--- src/rtl/hazard_scoreboard_pkg.sv ---
// Shared definitions for the decode-stage hazard scoreboard.
//   - tnew/tuse encoding constants (cycles until produced / consumed)
//   - default multiply/divide occupancy lengths
//   - post-decode stage indices as used by the forwarding selects
//   - sel_w(): width of a forwarding select able to name stages 0..DEPTH
package hazard_scoreboard_pkg;

    localparam int TNEW_W_DEF      = 2;
    localparam int MULT_CYCLES_DEF = 5;
    localparam int DIV_CYCLES_DEF  = 10;

    // tnew/tuse values: number of cycles before the value is ready / needed
    localparam logic [TNEW_W_DEF-1:0] T_NOW   = 2'd0;
    localparam logic [TNEW_W_DEF-1:0] T_ONE   = 2'd1;
    localparam logic [TNEW_W_DEF-1:0] T_TWO   = 2'd2;
    localparam logic [TNEW_W_DEF-1:0] T_THREE = 2'd3;

    // Forwarding select values; 0 means "take the register file"
    localparam int STG_RF = 0;
    localparam int STG_E  = 1;
    localparam int STG_M  = 2;
    localparam int STG_W  = 3;

    function automatic int sel_w(input int depth);
        return $clog2(depth + 1);
    endfunction

endpackage

--- src/rtl/hazard_operand_check.sv ---
// Per-operand hazard check against the scoreboard entries.
// Finds the youngest in-flight writer of src (older writers are shadowed),
// then reports whether it is too late for this operand (stall_bit) and,
// if its value is already forwardable, which stage to forward from (sel).
// Ports:
//   ent_valid/ent_dst/ent_tnew  scoreboard entries, index 0 = stage 1 (E)
//   src, src_use, tuse          operand address, read flag, cycles until use
//   stall_bit                   youngest writer's tnew exceeds tuse
//   sel                         stage number of forwardable youngest writer, else 0
module hazard_operand_check
    import hazard_scoreboard_pkg::*;
#(
    parameter int DEPTH  = 3,
    parameter int TNEW_W = 2,
    parameter int SEL_W  = 2
) (
    input  logic [DEPTH-1:0]             ent_valid,
    input  logic [DEPTH-1:0][4:0]        ent_dst,
    input  logic [DEPTH-1:0][TNEW_W-1:0] ent_tnew,
    input  logic [4:0]                   src,
    input  logic                         src_use,
    input  logic [TNEW_W-1:0]            tuse,
    output logic                         stall_bit,
    output logic [SEL_W-1:0]             sel
);

    logic              hit;
    logic [TNEW_W-1:0] hit_tnew;
    logic [SEL_W-1:0]  hit_stage;

    always_comb begin
        hit       = 1'b0;
        hit_tnew  = '0;
        hit_stage = '0;
        // Walk oldest to youngest so the youngest match is the last one written
        for (int k = DEPTH - 1; k >= 0; k--) begin
            if (ent_valid[k] && (ent_dst[k] == src) && (src != 5'd0) && src_use) begin
                hit       = 1'b1;
                hit_tnew  = ent_tnew[k];
                hit_stage = SEL_W'(k + 1);
            end
        end
        stall_bit = hit && (hit_tnew > tuse);
        sel       = (hit && (hit_tnew == '0)) ? hit_stage : '0;
    end

endmodule

--- src/rtl/hazard_scoreboard.sv ---
// Decode-stage hazard scoreboard for the pipelined MIPS core.
// Mirrors DEPTH post-decode pipeline stages as {valid, dst, tnew} entries,
// shifted in lockstep with the pipeline registers, and models the
// multiply/divide unit occupancy.
// Ports:
//   clk, reset                  clock, asynchronous active-high reset
//   d_rs/d_rt, *_use, *_tuse    D-stage operand addresses, read flags, cycles until use
//   d_dst, d_dst_valid, d_tnew  D-stage destination and its result latency
//   d_is_md, d_md_start,
//   d_md_is_div                 D-stage HI/LO access, mult/div start, div qualifier
//   flush                       squash everything past D on this edge
//   stall                       freeze F/D and bubble E (combinational)
//   fwd_rs_sel/fwd_rt_sel       0 = register file, k = forward from stage k
//   md_busy                     multiply/divide unit occupied
module hazard_scoreboard
    import hazard_scoreboard_pkg::*;
#(
    parameter  int DEPTH       = 3,
    parameter  int TNEW_W      = TNEW_W_DEF,
    parameter  int MULT_CYCLES = MULT_CYCLES_DEF,
    parameter  int DIV_CYCLES  = DIV_CYCLES_DEF,
    localparam int SEL_W       = sel_w(DEPTH)
) (
    input  logic              clk,
    input  logic              reset,
    input  logic [4:0]        d_rs,
    input  logic [4:0]        d_rt,
    input  logic              d_rs_use,
    input  logic              d_rt_use,
    input  logic [TNEW_W-1:0] d_rs_tuse,
    input  logic [TNEW_W-1:0] d_rt_tuse,
    input  logic [4:0]        d_dst,
    input  logic              d_dst_valid,
    input  logic [TNEW_W-1:0] d_tnew,
    input  logic              d_is_md,
    input  logic              d_md_start,
    input  logic              d_md_is_div,
    input  logic              flush,
    output logic              stall,
    output logic [SEL_W-1:0]  fwd_rs_sel,
    output logic [SEL_W-1:0]  fwd_rt_sel,
    output logic              md_busy
);

    localparam int MAX_CYC = (MULT_CYCLES > DIV_CYCLES) ? MULT_CYCLES : DIV_CYCLES;
    localparam int CNT_W   = $clog2(MAX_CYC + 1);

    function automatic logic [TNEW_W-1:0] tnew_sat_dec(input logic [TNEW_W-1:0] t);
        return (t == '0) ? '0 : t - TNEW_W'(1);
    endfunction

    logic [DEPTH-1:0]             vld_q, vld_d;
    logic [DEPTH-1:0][4:0]        dst_q, dst_d;
    logic [DEPTH-1:0][TNEW_W-1:0] tnew_q, tnew_d;
    logic                         md_in_e_q, md_in_e_d;
    logic                         md_is_div_q, md_is_div_d;
    logic [CNT_W-1:0]             md_cnt_q, md_cnt_d;

    logic             rs_stall, rt_stall, md_stall, issue, load_e;
    logic [SEL_W-1:0] rs_sel, rt_sel;

    hazard_operand_check #(.DEPTH(DEPTH), .TNEW_W(TNEW_W), .SEL_W(SEL_W)) u_rs_check (
        .ent_valid (vld_q),
        .ent_dst   (dst_q),
        .ent_tnew  (tnew_q),
        .src       (d_rs),
        .src_use   (d_rs_use),
        .tuse      (d_rs_tuse),
        .stall_bit (rs_stall),
        .sel       (rs_sel)
    );

    hazard_operand_check #(.DEPTH(DEPTH), .TNEW_W(TNEW_W), .SEL_W(SEL_W)) u_rt_check (
        .ent_valid (vld_q),
        .ent_dst   (dst_q),
        .ent_tnew  (tnew_q),
        .src       (d_rt),
        .src_use   (d_rt_use),
        .tuse      (d_rt_tuse),
        .stall_bit (rt_stall),
        .sel       (rt_sel)
    );

    assign md_busy    = (md_cnt_q != '0) | md_in_e_q;
    assign md_stall   = d_is_md & md_busy;
    assign stall      = rs_stall | rt_stall | md_stall;
    assign issue      = ~stall;
    // A stalled D slot never forwards: the operand is re-evaluated next cycle
    assign fwd_rs_sel = stall ? '0 : rs_sel;
    assign fwd_rt_sel = stall ? '0 : rt_sel;

    // Scoreboard shift: D -> E (entry index 0) -> ... -> retire
    always_comb begin
        load_e    = issue & d_dst_valid & (d_dst != 5'd0) & ~flush;
        vld_d     = '0;
        dst_d     = '0;
        tnew_d    = '0;
        vld_d[0]  = load_e;
        dst_d[0]  = load_e ? d_dst  : 5'd0;
        tnew_d[0] = load_e ? d_tnew : '0;
        for (int k = 1; k < DEPTH; k++) begin
            vld_d[k]  = vld_q[k-1] & ~flush;
            dst_d[k]  = dst_q[k-1];
            tnew_d[k] = tnew_sat_dec(tnew_q[k-1]);
        end
    end

    // Multiply/divide occupancy: one cycle in E, then the loaded countdown.
    // A flushed op in E never starts the unit; an already running count finishes.
    always_comb begin
        md_in_e_d   = issue & d_md_start & ~flush;
        md_is_div_d = (issue & d_md_start) ? d_md_is_div : md_is_div_q;
        if (md_in_e_q && !flush) begin
            md_cnt_d = md_is_div_q ? CNT_W'(DIV_CYCLES) : CNT_W'(MULT_CYCLES);
        end else if (md_cnt_q != '0) begin
            md_cnt_d = md_cnt_q - CNT_W'(1);
        end else begin
            md_cnt_d = '0;
        end
    end

    always_ff @(posedge clk or posedge reset) begin
        if (reset) begin
            vld_q       <= '0;
            dst_q       <= '0;
            tnew_q      <= '0;
            md_in_e_q   <= 1'b0;
            md_is_div_q <= 1'b0;
            md_cnt_q    <= '0;
        end else begin
            vld_q       <= vld_d;
            dst_q       <= dst_d;
            tnew_q      <= tnew_d;
            md_in_e_q   <= md_in_e_d;
            md_is_div_q <= md_is_div_d;
            md_cnt_q    <= md_cnt_d;
        end
    end

endmodule

--- config.mk ---
export PLATFORM = sky130hd
export DESIGN_NAME = hazard_scoreboard
export DESIGN_NICKNAME = d
export VERILOG_FILES = /design/src/rtl/hazard_scoreboard_pkg.sv /design/src/rtl/hazard_operand_check.sv /design/src/rtl/hazard_scoreboard.sv
export SDC_FILE = /design/constraint.sdc
export NUM_CORES = 1
export LEC_CHECK = 0
export CAP_MARGIN = 30
export CORE_ASPECT_RATIO = 2
export CORE_MARGIN = 2
export CORE_UTILIZATION = 45
export CTS_CLUSTER_DIAMETER = 80
export DETAILED_ROUTE_END_ITERATION = 12
export PLACE_DENSITY = 0.74
export SLEW_MARGIN = 20
export SYNTH_ARGS = -nofsm -noshare
export SYNTH_HDL_FRONTEND = slang
export SYNTH_SLANG_ARGS = --single-unit
--- constraint.sdc ---
create_clock -name clk -period 6.11 [get_ports clk]
set_clock_uncertainty 0.1 [all_clocks]
set_input_delay 1.222 -clock clk [delete_from_list [all_inputs] [get_ports clk]]
set_output_delay 1.222 -clock clk [all_outputs]
set_load 0.02 [all_outputs]
==> results of run 1 <==
-- worst max-delay path: cells and delay by family --
family          cells  cell delay [ns]
fa+ha+maj           1             0.28
buf+inv             3             0.76
simple gates        5             1.15
compound gates      6             1.23
-- power by group --
part	switching (mW)	leakage [nW]	total, mW	internal (mW)
Sequential	0.0250	0.403	0.246	0.221
Combinational	0.0748	0.738	0.160	0.0857
Clock	0.0725	0.0482	0.163	0.0907
Total	0.172	1.19	0.570	0.398
-- cell families (layout without fill, tap and decap cells) --
group | count (synthesis) | count (layout)
buf+inv | 7 | 84
mux | 1 | 1
simple gates | 62 | 62
compound gates | 31 | 31
xor+xnor | 30 | 30
fa+ha+maj | 4 | 4
flops | 30 | 30
-- what timing repair did --
item                                    CTS  global route
endpoints found under the setup margin    5             5
gates resized for setup                  14            13
buffers inserted                          0             0
cloned                                    0             0
-- routing by layer --
| metal | part of all wire | vias up | wire length [µm] |
|---|---|---|---|
| li1 | - | 758 | - |
| met2 | 0.58 | 46 | 2750 |
| met4 | 0.024 | 0 | 113 |
| met5 | 0 | - | 0 |
| met1 | 0.36 | 785 | 1694 |
| met3 | 0.036 | 10 | 171 |
-- cells in the mapped netlist, types with 2 or more instances --
| master | count |
|---|---|
| o21a_1 | 2 |
| or4_1 | 2 |
| a22o_1 | 2 |
| nor3_1 | 6 |
| inv_1 | 5 |
| ha_1 | 4 |
| dfrtp_1 | 30 |
| a2111oi_2 | 4 |
| nand4_1 | 4 |
| nor2b_1 | 7 |
| and4_2 | 2 |
| and3_2 | 6 |
| xnor2_1 | 10 |
| nand2_1 | 6 |
| nor2_1 | 11 |
| xor2_1 | 20 |
| nand4_2 | 2 |
| a21o_2 | 2 |
| a21o_1 | 2 |
| a22oi_1 | 2 |
| o21ai_0 | 4 |
| a21oi_1 | 5 |
| nor3b_1 | 3 |
| nor4_1 | 6 |
-- final cells by class --
class                   instances  share of cell area
inverters                       6            0.009901
flip-flops and latches         30              0.2970
clock inverters                 1            0.001980
repair buffers                 70              0.2406
well taps                      51             0.02525
multi-input cells             128              0.3911
clock buffers                   7             0.03416
-- cells in the final DEF (no fill, tap or decap), drive strengths merged, types with 2 or more instances in the layout --
| cell type | n |
|---|---|
| a22o | 2 |
| nor2 | 12 |
| inv | 6 |
| a21oi | 5 |
| clkdlybuf4s50 | 30 |
| nor3 | 6 |
| nand2 | 6 |
| or2 | 2 |
| and4 | 3 |
| a21o | 4 |
| buf | 39 |
| and3 | 6 |
| a22oi | 2 |
| clkbuf | 7 |
| dfrtp | 30 |
| xor2 | 20 |
| xnor2 | 10 |
| nand4 | 6 |
| or4 | 3 |
| nor4 | 6 |
| nor3b | 3 |
| o21a | 2 |
| o21ai | 5 |
| nor2b | 7 |
| a2111oi | 4 |
| ha | 4 |
-- state kept, by name, summed over array words and instances, names as in the netlist --
register and cells:
dst_d 10, md_in_e_q 1, dst_q 5, md_cnt_q 4
md_is_div_q 1, vld_q 3, tnew_q 6
-- final timing paths --
path	startpoint	endpoint	slack [ns]	cells after the start
worst max-delay path	d_rt[1]	fwd_rt_sel[0]	0.16	15
worst max register to register	dst_d[10]	md_is_div_q	2.69	13
worst min-delay path	dst_d[9]	dst_d[14]	0.33	0
max in group asynchronous	reset	md_cnt_q[3]	4.27	3
min in group asynchronous	reset	dst_d[14]	1.15	2
worst min register to register	dst_d[9]	dst_d[14]	0.33	0
-- metrics by stage --
step                      utilization  cell area, µm²  setup TNS [ns]
after detailed placement       0.6382            2427          -1.210
after global routing           0.6645            2527               0
final                          0.6645            2527               0
after floorplan                     -            1754               0
after CTS                      0.6638            2525               0
after global placement         0.6342            2412          -1.026
==> key figures, run 1 <==
GRT
  – M3 GR Usage: 0.04678
  – Routing layer with the top usage in global route: met2
  – Met1 global-route usage: 0.2532
  – Met2 usage in global routing: 0.4298
  – Total global-route track usage: 0.2412
  – Largest net degree at the start of global routing: 21
  – Global-route wire length before repair: 7.714 mm
  – Initial antenna violation count: 0
  – Congestion Overflow GR: 0
  – Vias in the first global route: 1703

STA
  – Slew margin rel.: 0.6672
  – Hold Worst Slack: 0.3306 ns
  – Setup Viol. Count Final: 0
  – Crit path time final: 5.949 ns
  – Setup repair after global routing missed its margin: no
  – Final Cycle Share: 0.9737
  – Pins Over Slew Limit: 0
  – Final Hold Violating Endpoints: 0
  – Slew @ Worst Pin: 0.4928 ns
  – Upper clock frequency limit: 0.1681 GHz
  – Worst-case setup margin in the final layout: 0.1608 ns

Yosys
  – Commonest register cell after synthesis: dfrtp_1
  – Proportion of netlist area held by the largest area contributor: 0.4280
  – Part of the Yosys area used for sequential elements: 0.4280
  – Mux contribution to synthesized area: 0.006419
  – Mean post-synth cell area: 10.63 µm²
  – Post-Synth Simple-Gate Area: 0.2190
  – Number of synthesized register bits: 30
  – Share of flip-flops with an asynchronous set or reset after synthesis: 1.000
  – Post-synthesis adder-cell area fraction: 0.02853
  – Main combinational cell family by area after synthesis: simple AND/OR/NAND/NOR gates
  – Total nets after synthesis: 199
  – Post-synthesis cell area: 1754 µm²
  – Cell count after synthesis: 165
  – Area share of xor/xnor cells in the synthesized design: 0.1498
  – Count of flip-flops with a built-in enable after synthesis: 0
  – Synth cell types: 42
  – Yosys warning count: 0
  – Largest cells by area after synthesis: dfrtp_1, xor2_1, xnor2_1
  – Area fraction in compound gates after synthesis: 0.1476
  – Cell taking the most area after synthesis: dfrtp_1

Layout
  – Layout overhead on the synthesized area: 44.08%
  – Combined area of the multi-input logic cells: 988.4 µm²
  – Number of non-filler instances in the completed layout: 293
  – Reg area: 750.7 µm²
  – Net total in the final layout: 275
  – Share of post-route cells with drive strength above 1: 0.2934
  – Number of diodes: 0
  – Fillers: 312

Clocking
  – Clk_lat worst skew: 0.28 ns
  – Hold-fix buffer count after cts: 0
  – Htree depth: 2
  – Clock slew at reported path FFs: 0.07 ns
  – Number of sinks on the clock net: 30
  – CTS tree: done
  – Number of buffers inserted during clock tree synthesis: 5
  – Clock Tree Buf Depth: 2
  – CTS root buf: clkbuf_8

Setup path
  – Maximum fanout encountered on the critical timing path: 6
  – Critical path startpoint category: input port
  – Endpoint required time on the critical path: 4.79 ns
  – Sort of element at the end of the critical path: output port
  – Critical path class: input port to output port
  – Arrival time of data at the critical path endpoint: 4.63 ns
  – Maximum cell stage delay along the critical path: 0.57 ns
  – Ordered list of cells on the worst path: clkdlybuf4s50_1, or4_4, o21a_1, nand4_1, nor2_1, a22o_1, a21o_2, ha_1, nor2b_1, o21ai_1, a32oi_2, nor2_4, inv_4, a2111oi_2, buf_2
  – CP max-delay cell: or4_4

Routing
  – Count of vias placed by the detailed router: 1599
  – Via density per instance: 5.457
  – Number of nets still failing antenna checks after routing: 0
  – DR WL/cell: 16.14 µm
  – DRC errors left: 0
  – Initial DRT Pass Iterations: 4
  – Routed WL: 4.730 mm
  – DRC violation total after the first TritonRoute iteration: 22

Pwr
  – Leakage: 1.189 nW
  – Overall power of the completed layout: 569.9 µW
  – Power density relative to cell area: 225.5 nW/µm²
  – Worst ir drop on vdd: 0.1893 mV

Floorplanning
  – Die Outline Area: 4444 µm²
  – Ports: 36
  – Height of the chip: 92.30 µm
  – Core Footprint: 3804 µm²
  – Number of cell rows: 32
  – Starting Density: 0.4612
  – Die Width: 48.15 µm

Placed design
  – Total placed cells including tap cells: 285
  – Dpl ws: -0.3114 ns
  – DPL Wire Length: 3.782 mm
  – Routability cong.: 0.8800
  – Port buffer count: 35

Outcome
  – Outcome: completed

Job
  – Max cap viols: 0

Hold path
  – Type of the tightest min-delay check: register to register
Note: power is estimated with default switching activity, not from simulation.
==> run 2: changes to the inputs <==
Settings changed: GPL_ROUTABILITY_DRIVEN from default to 0, PLACE_DENSITY 0.74 to 0.72.
==> run 2 against run 1 <==
  * Count of clock-buffer cells in the layout down 1
  * Non-clock buffer count up 2
  * Critical path depth unchanged
  * Via count down 0.81%
  * Sequential power about the same
  * Largest power group unchanged
  * Wire length down 3.6%
  * Final cell count up 0.68%
  * Fmax down 1.3%
  * Final area unchanged
==> key figures, run 2 (synthesis results as in run 1) <==
GRT
  – Total global-route track usage: 0.2363 (-0.004907)
  – Largest net degree at the start of global routing: 21 (unchanged)
  – Initial antenna violation count: 0 (unchanged)
  – Global-route wire length before repair: 7.555 mm (-2.1%)
  – Congestion Overflow GR: 0 (unchanged)
  – Vias in the first global route: 1712 (+0.53%)

Clocking
  – Clock Tree Buf Depth: 2 (unchanged)
  – Hold-fix buffer count after cts: 0 (unchanged)
  – Clock slew at reported path FFs: 0.07 ns (about the same)
  – Clk_lat worst skew: 0.28 ns (about the same)
  – Htree depth: 2 (unchanged)
  – Number of buffers inserted during clock tree synthesis: 5 (unchanged)
  – CTS root buf: clkbuf_8
  – CTS tree: done
  – Number of sinks on the clock net: 30 (unchanged)

Layout
  – Layout overhead on the synthesized area: 44.08% (unchanged)
  – Final cell utilization of the core: 0.6645 (unchanged)
  – Number of diodes: 0 (unchanged)
  – Leading cell types in the layout, fill and taps excluded: buf_4, dfrtp_1, clkdlybuf4s50_1
  – Flip-flop count of the largest register after layout: 10 (unchanged)
  – Net total in the final layout: 277 (+0.73%)
  – Share of post-route cells with drive strength above 1: 0.3033 (+0.009890)
  – Most common library cell in the layout ignoring fill and taps: buf_4
  – Fillers: 308 (-1.3%)

Setup path
  – CP max-delay cell: or4_4
  – Reg-to-reg critical path endpoint: md_is_div_q
  – Arrival time of data at the critical path endpoint: 4.71 ns (+0.08 ns)
  – Sort of element at the end of the critical path: output port
  – Ordered list of cells on the worst path: clkdlybuf4s50_1, or4_4, o21a_1, nand4_1, nor2_1, a22o_1, a21o_2, ha_1, nor2b_1, o21ai_1, a32oi_2, nor2_4, inv_4, a2111oi_2, buf_2
  – Depth of the worst register-to-register path: 13 (unchanged)
  – Maximum cell stage delay along the critical path: 0.57 ns (about the same)
  – Endpoint required time on the critical path: 4.79 ns (about the same)
  – Maximum fanout encountered on the critical timing path: 6 (unchanged)
  – Register-to-register path setup slack: 2.73 ns (+0.04 ns)
  – Critical path startpoint category: input port
  – Critical path class: input port to output port
  – R2R Path Start: dst_d[10]

Floorplanning
  – Ports: 36 (unchanged)
  – Number of cell rows: 32 (unchanged)
  – Die Width: 48.15 µm (unchanged)
  – Core Footprint: 3804 µm² (unchanged)
  – Height of the chip: 92.30 µm (unchanged)
  – Die Outline Area: 4444 µm² (unchanged)
  – Starting Density: 0.4612 (unchanged)

Routing
  – Routed WL: 4.558 mm (-3.6%)
  – Number of nets still failing antenna checks after routing: 0 (unchanged)
  – Via density per instance: 5.376 (-1.5%)
  – Count of vias placed by the detailed router: 1586 (-0.81%)
  – Initial DRT Pass Iterations: 4 (unchanged)
  – DRC violation total after the first TritonRoute iteration: 16 (-27%)
  – DRC errors left: 0 (unchanged)
  – DR WL/cell: 15.45 µm (-4.3%)

STA
  – Pins Over Slew Limit: 0 (unchanged)
  – Slew @ Worst Pin: 0.6217 ns (+0.1290 ns)
  – Upper clock frequency limit: 0.1659 GHz (-1.3%)
  – Crit path time final: 6.028 ns (+0.07839 ns)
  – Worst-case setup margin in the final layout: 0.08238 ns (-0.07839 ns)
  – Slew margin rel.: 0.5801 (-0.08711)
  – Setup repair after global routing missed its margin: no
  – Final Cycle Share: 0.9865 (+0.01283)
  – Final Hold Violating Endpoints: 0 (unchanged)
  – Setup Viol. Count Final: 0 (unchanged)

Pwr
  – Worst ir drop on vdd: 0.1824 mV (-3.6%)
  – Sequential share of power: 0.430 (-0.002)
  – Design internal power: 397.2 µW (-0.10%)
  – Clock network fraction of total power: 0.290 (+0.004)
  – Power share of the combinational group: 0.280 (-0.002)
  – Sw power: 174.6 µW (+1.3%)
  – Proportion of total power due to net switching: 0.3054 (+0.003019)
  – Power density relative to cell area: 226.2 nW/µm² (+0.33%)
  – Leakage: 1.194 nW (+0.40%)

Placed design
  – DPL Wire Length: 3.704 mm (-2.1%)
  – Port buffer count: 35 (unchanged)
  – Dpl ws: -0.4204 ns (-0.1091 ns)

Hold path
  – Hold-critical path depth: 0 (unchanged)
  – Hold endpoint: dst_d[12]
  – Type of the tightest min-delay check: register to register
  – Critical hold path startpoint: dst_d[7]

Job
  – Max cap viols: 0 (unchanged)

Outcome
  – Outcome: completed
## run 2: cell count changes in the layout (fill, tap and decap cells not counted)
cell,delta
a2111oi_4,-1
dlygate4sd2_1,+1
a2111oi_2,+1
clkbuf_1,-1
clkdlybuf4s50_1,-1
clkinvlp_4,+1
buf_2,+2
## run 2: worst max path at each step
stage	slack (ns)	from	cells past startpoint	to
floorplan	0.65	d_rt[1]	13	fwd_rs_sel[0]
global placement	-0.26	d_rt[3]	14	fwd_rt_sel[0]
detailed placement	-0.42	d_rt[3]	15	fwd_rt_sel[0]
CTS	0.009	d_rt[3]	15	fwd_rt_sel[0]
global route	0.004	d_rt[1]	15	fwd_rt_sel[0]
finish	0.08	d_rt[1]	15	fwd_rt_sel[0]
## run 2: what timing repair did
action	in CTS	in global routing
endpoints found under the setup margin	5	4
resized for setup	22	3
pin swaps	1	2
setup buffers	0	1
## run 2: routing by layer
metal | share of wire | GRT usage | up-vias
met5 | 0 | 0 | -
met4 | 0.038 | 0.1171 | 0
met3 | 0.025 | 0.02924 | 13
met2 | 0.57 | 0.4101 | 35
met1 | 0.37 | 0.2567 | 780
li1 | - | - | 758
## run 2: layout make-up
class | instances | area, µm² | share of cell area
Clock inverter | 2 | 12.51 | 0.004951
Multi-Input combinational cell | 128 | 975.9 | 0.3861
Inverter | 6 | 25.02 | 0.009901
Clock buffer | 6 | 82.58 | 0.03267
Timing Repair Buffer | 72 | 616.8 | 0.2441
Sequential cell | 30 | 750.7 | 0.2970
Tap cell | 51 | 63.81 | 0.02525
## run 2: power groups by stage
stage | sequential (mW) | clock (mW) | combinational (mW)
2_1_floorplan | 0.242 | 0 | 0.0964
3_3_place_gp | 0.246 | 0 | 0.152
3_5_place_dp | 0.249 | 0 | 0.159
4_1_cts | 0.245 | 0.170 | 0.158
5_1_grt | 0.250 | 0.180 | 0.175
6_report | 0.246 | 0.166 | 0.160
## run 2: worst max-delay path, delay by kind of cell
family	cells	cell delay, ns
adder cells (fa/ha/maj)	1	0.28
AND/OR/NAND/NOR	5	1.14
buffers and inverters	3	0.74
AO/OA/AOI/OAI	6	1.32
## run 2: stage by stage
stage | power, mW | instances | TNS [ns] | hold slack [ns] | instance area (µm²)
2_1_floorplan | 0.3384 | 165 | 0 | 0.3087 | 1754
3_3_place_gp | 0.3977 | 285 | -0.9154 | 0.3195 | 2420
3_5_place_dp | 0.4074 | 286 | -1.510 | 0.3292 | 2435
4_1_cts | 0.5733 | 294 | 0 | 0.3443 | 2514
5_1_grt | 0.6044 | 295 | 0 | 0.3564 | 2527
6_report | 0.5718 | 295 | 0 | 0.3349 | 2527
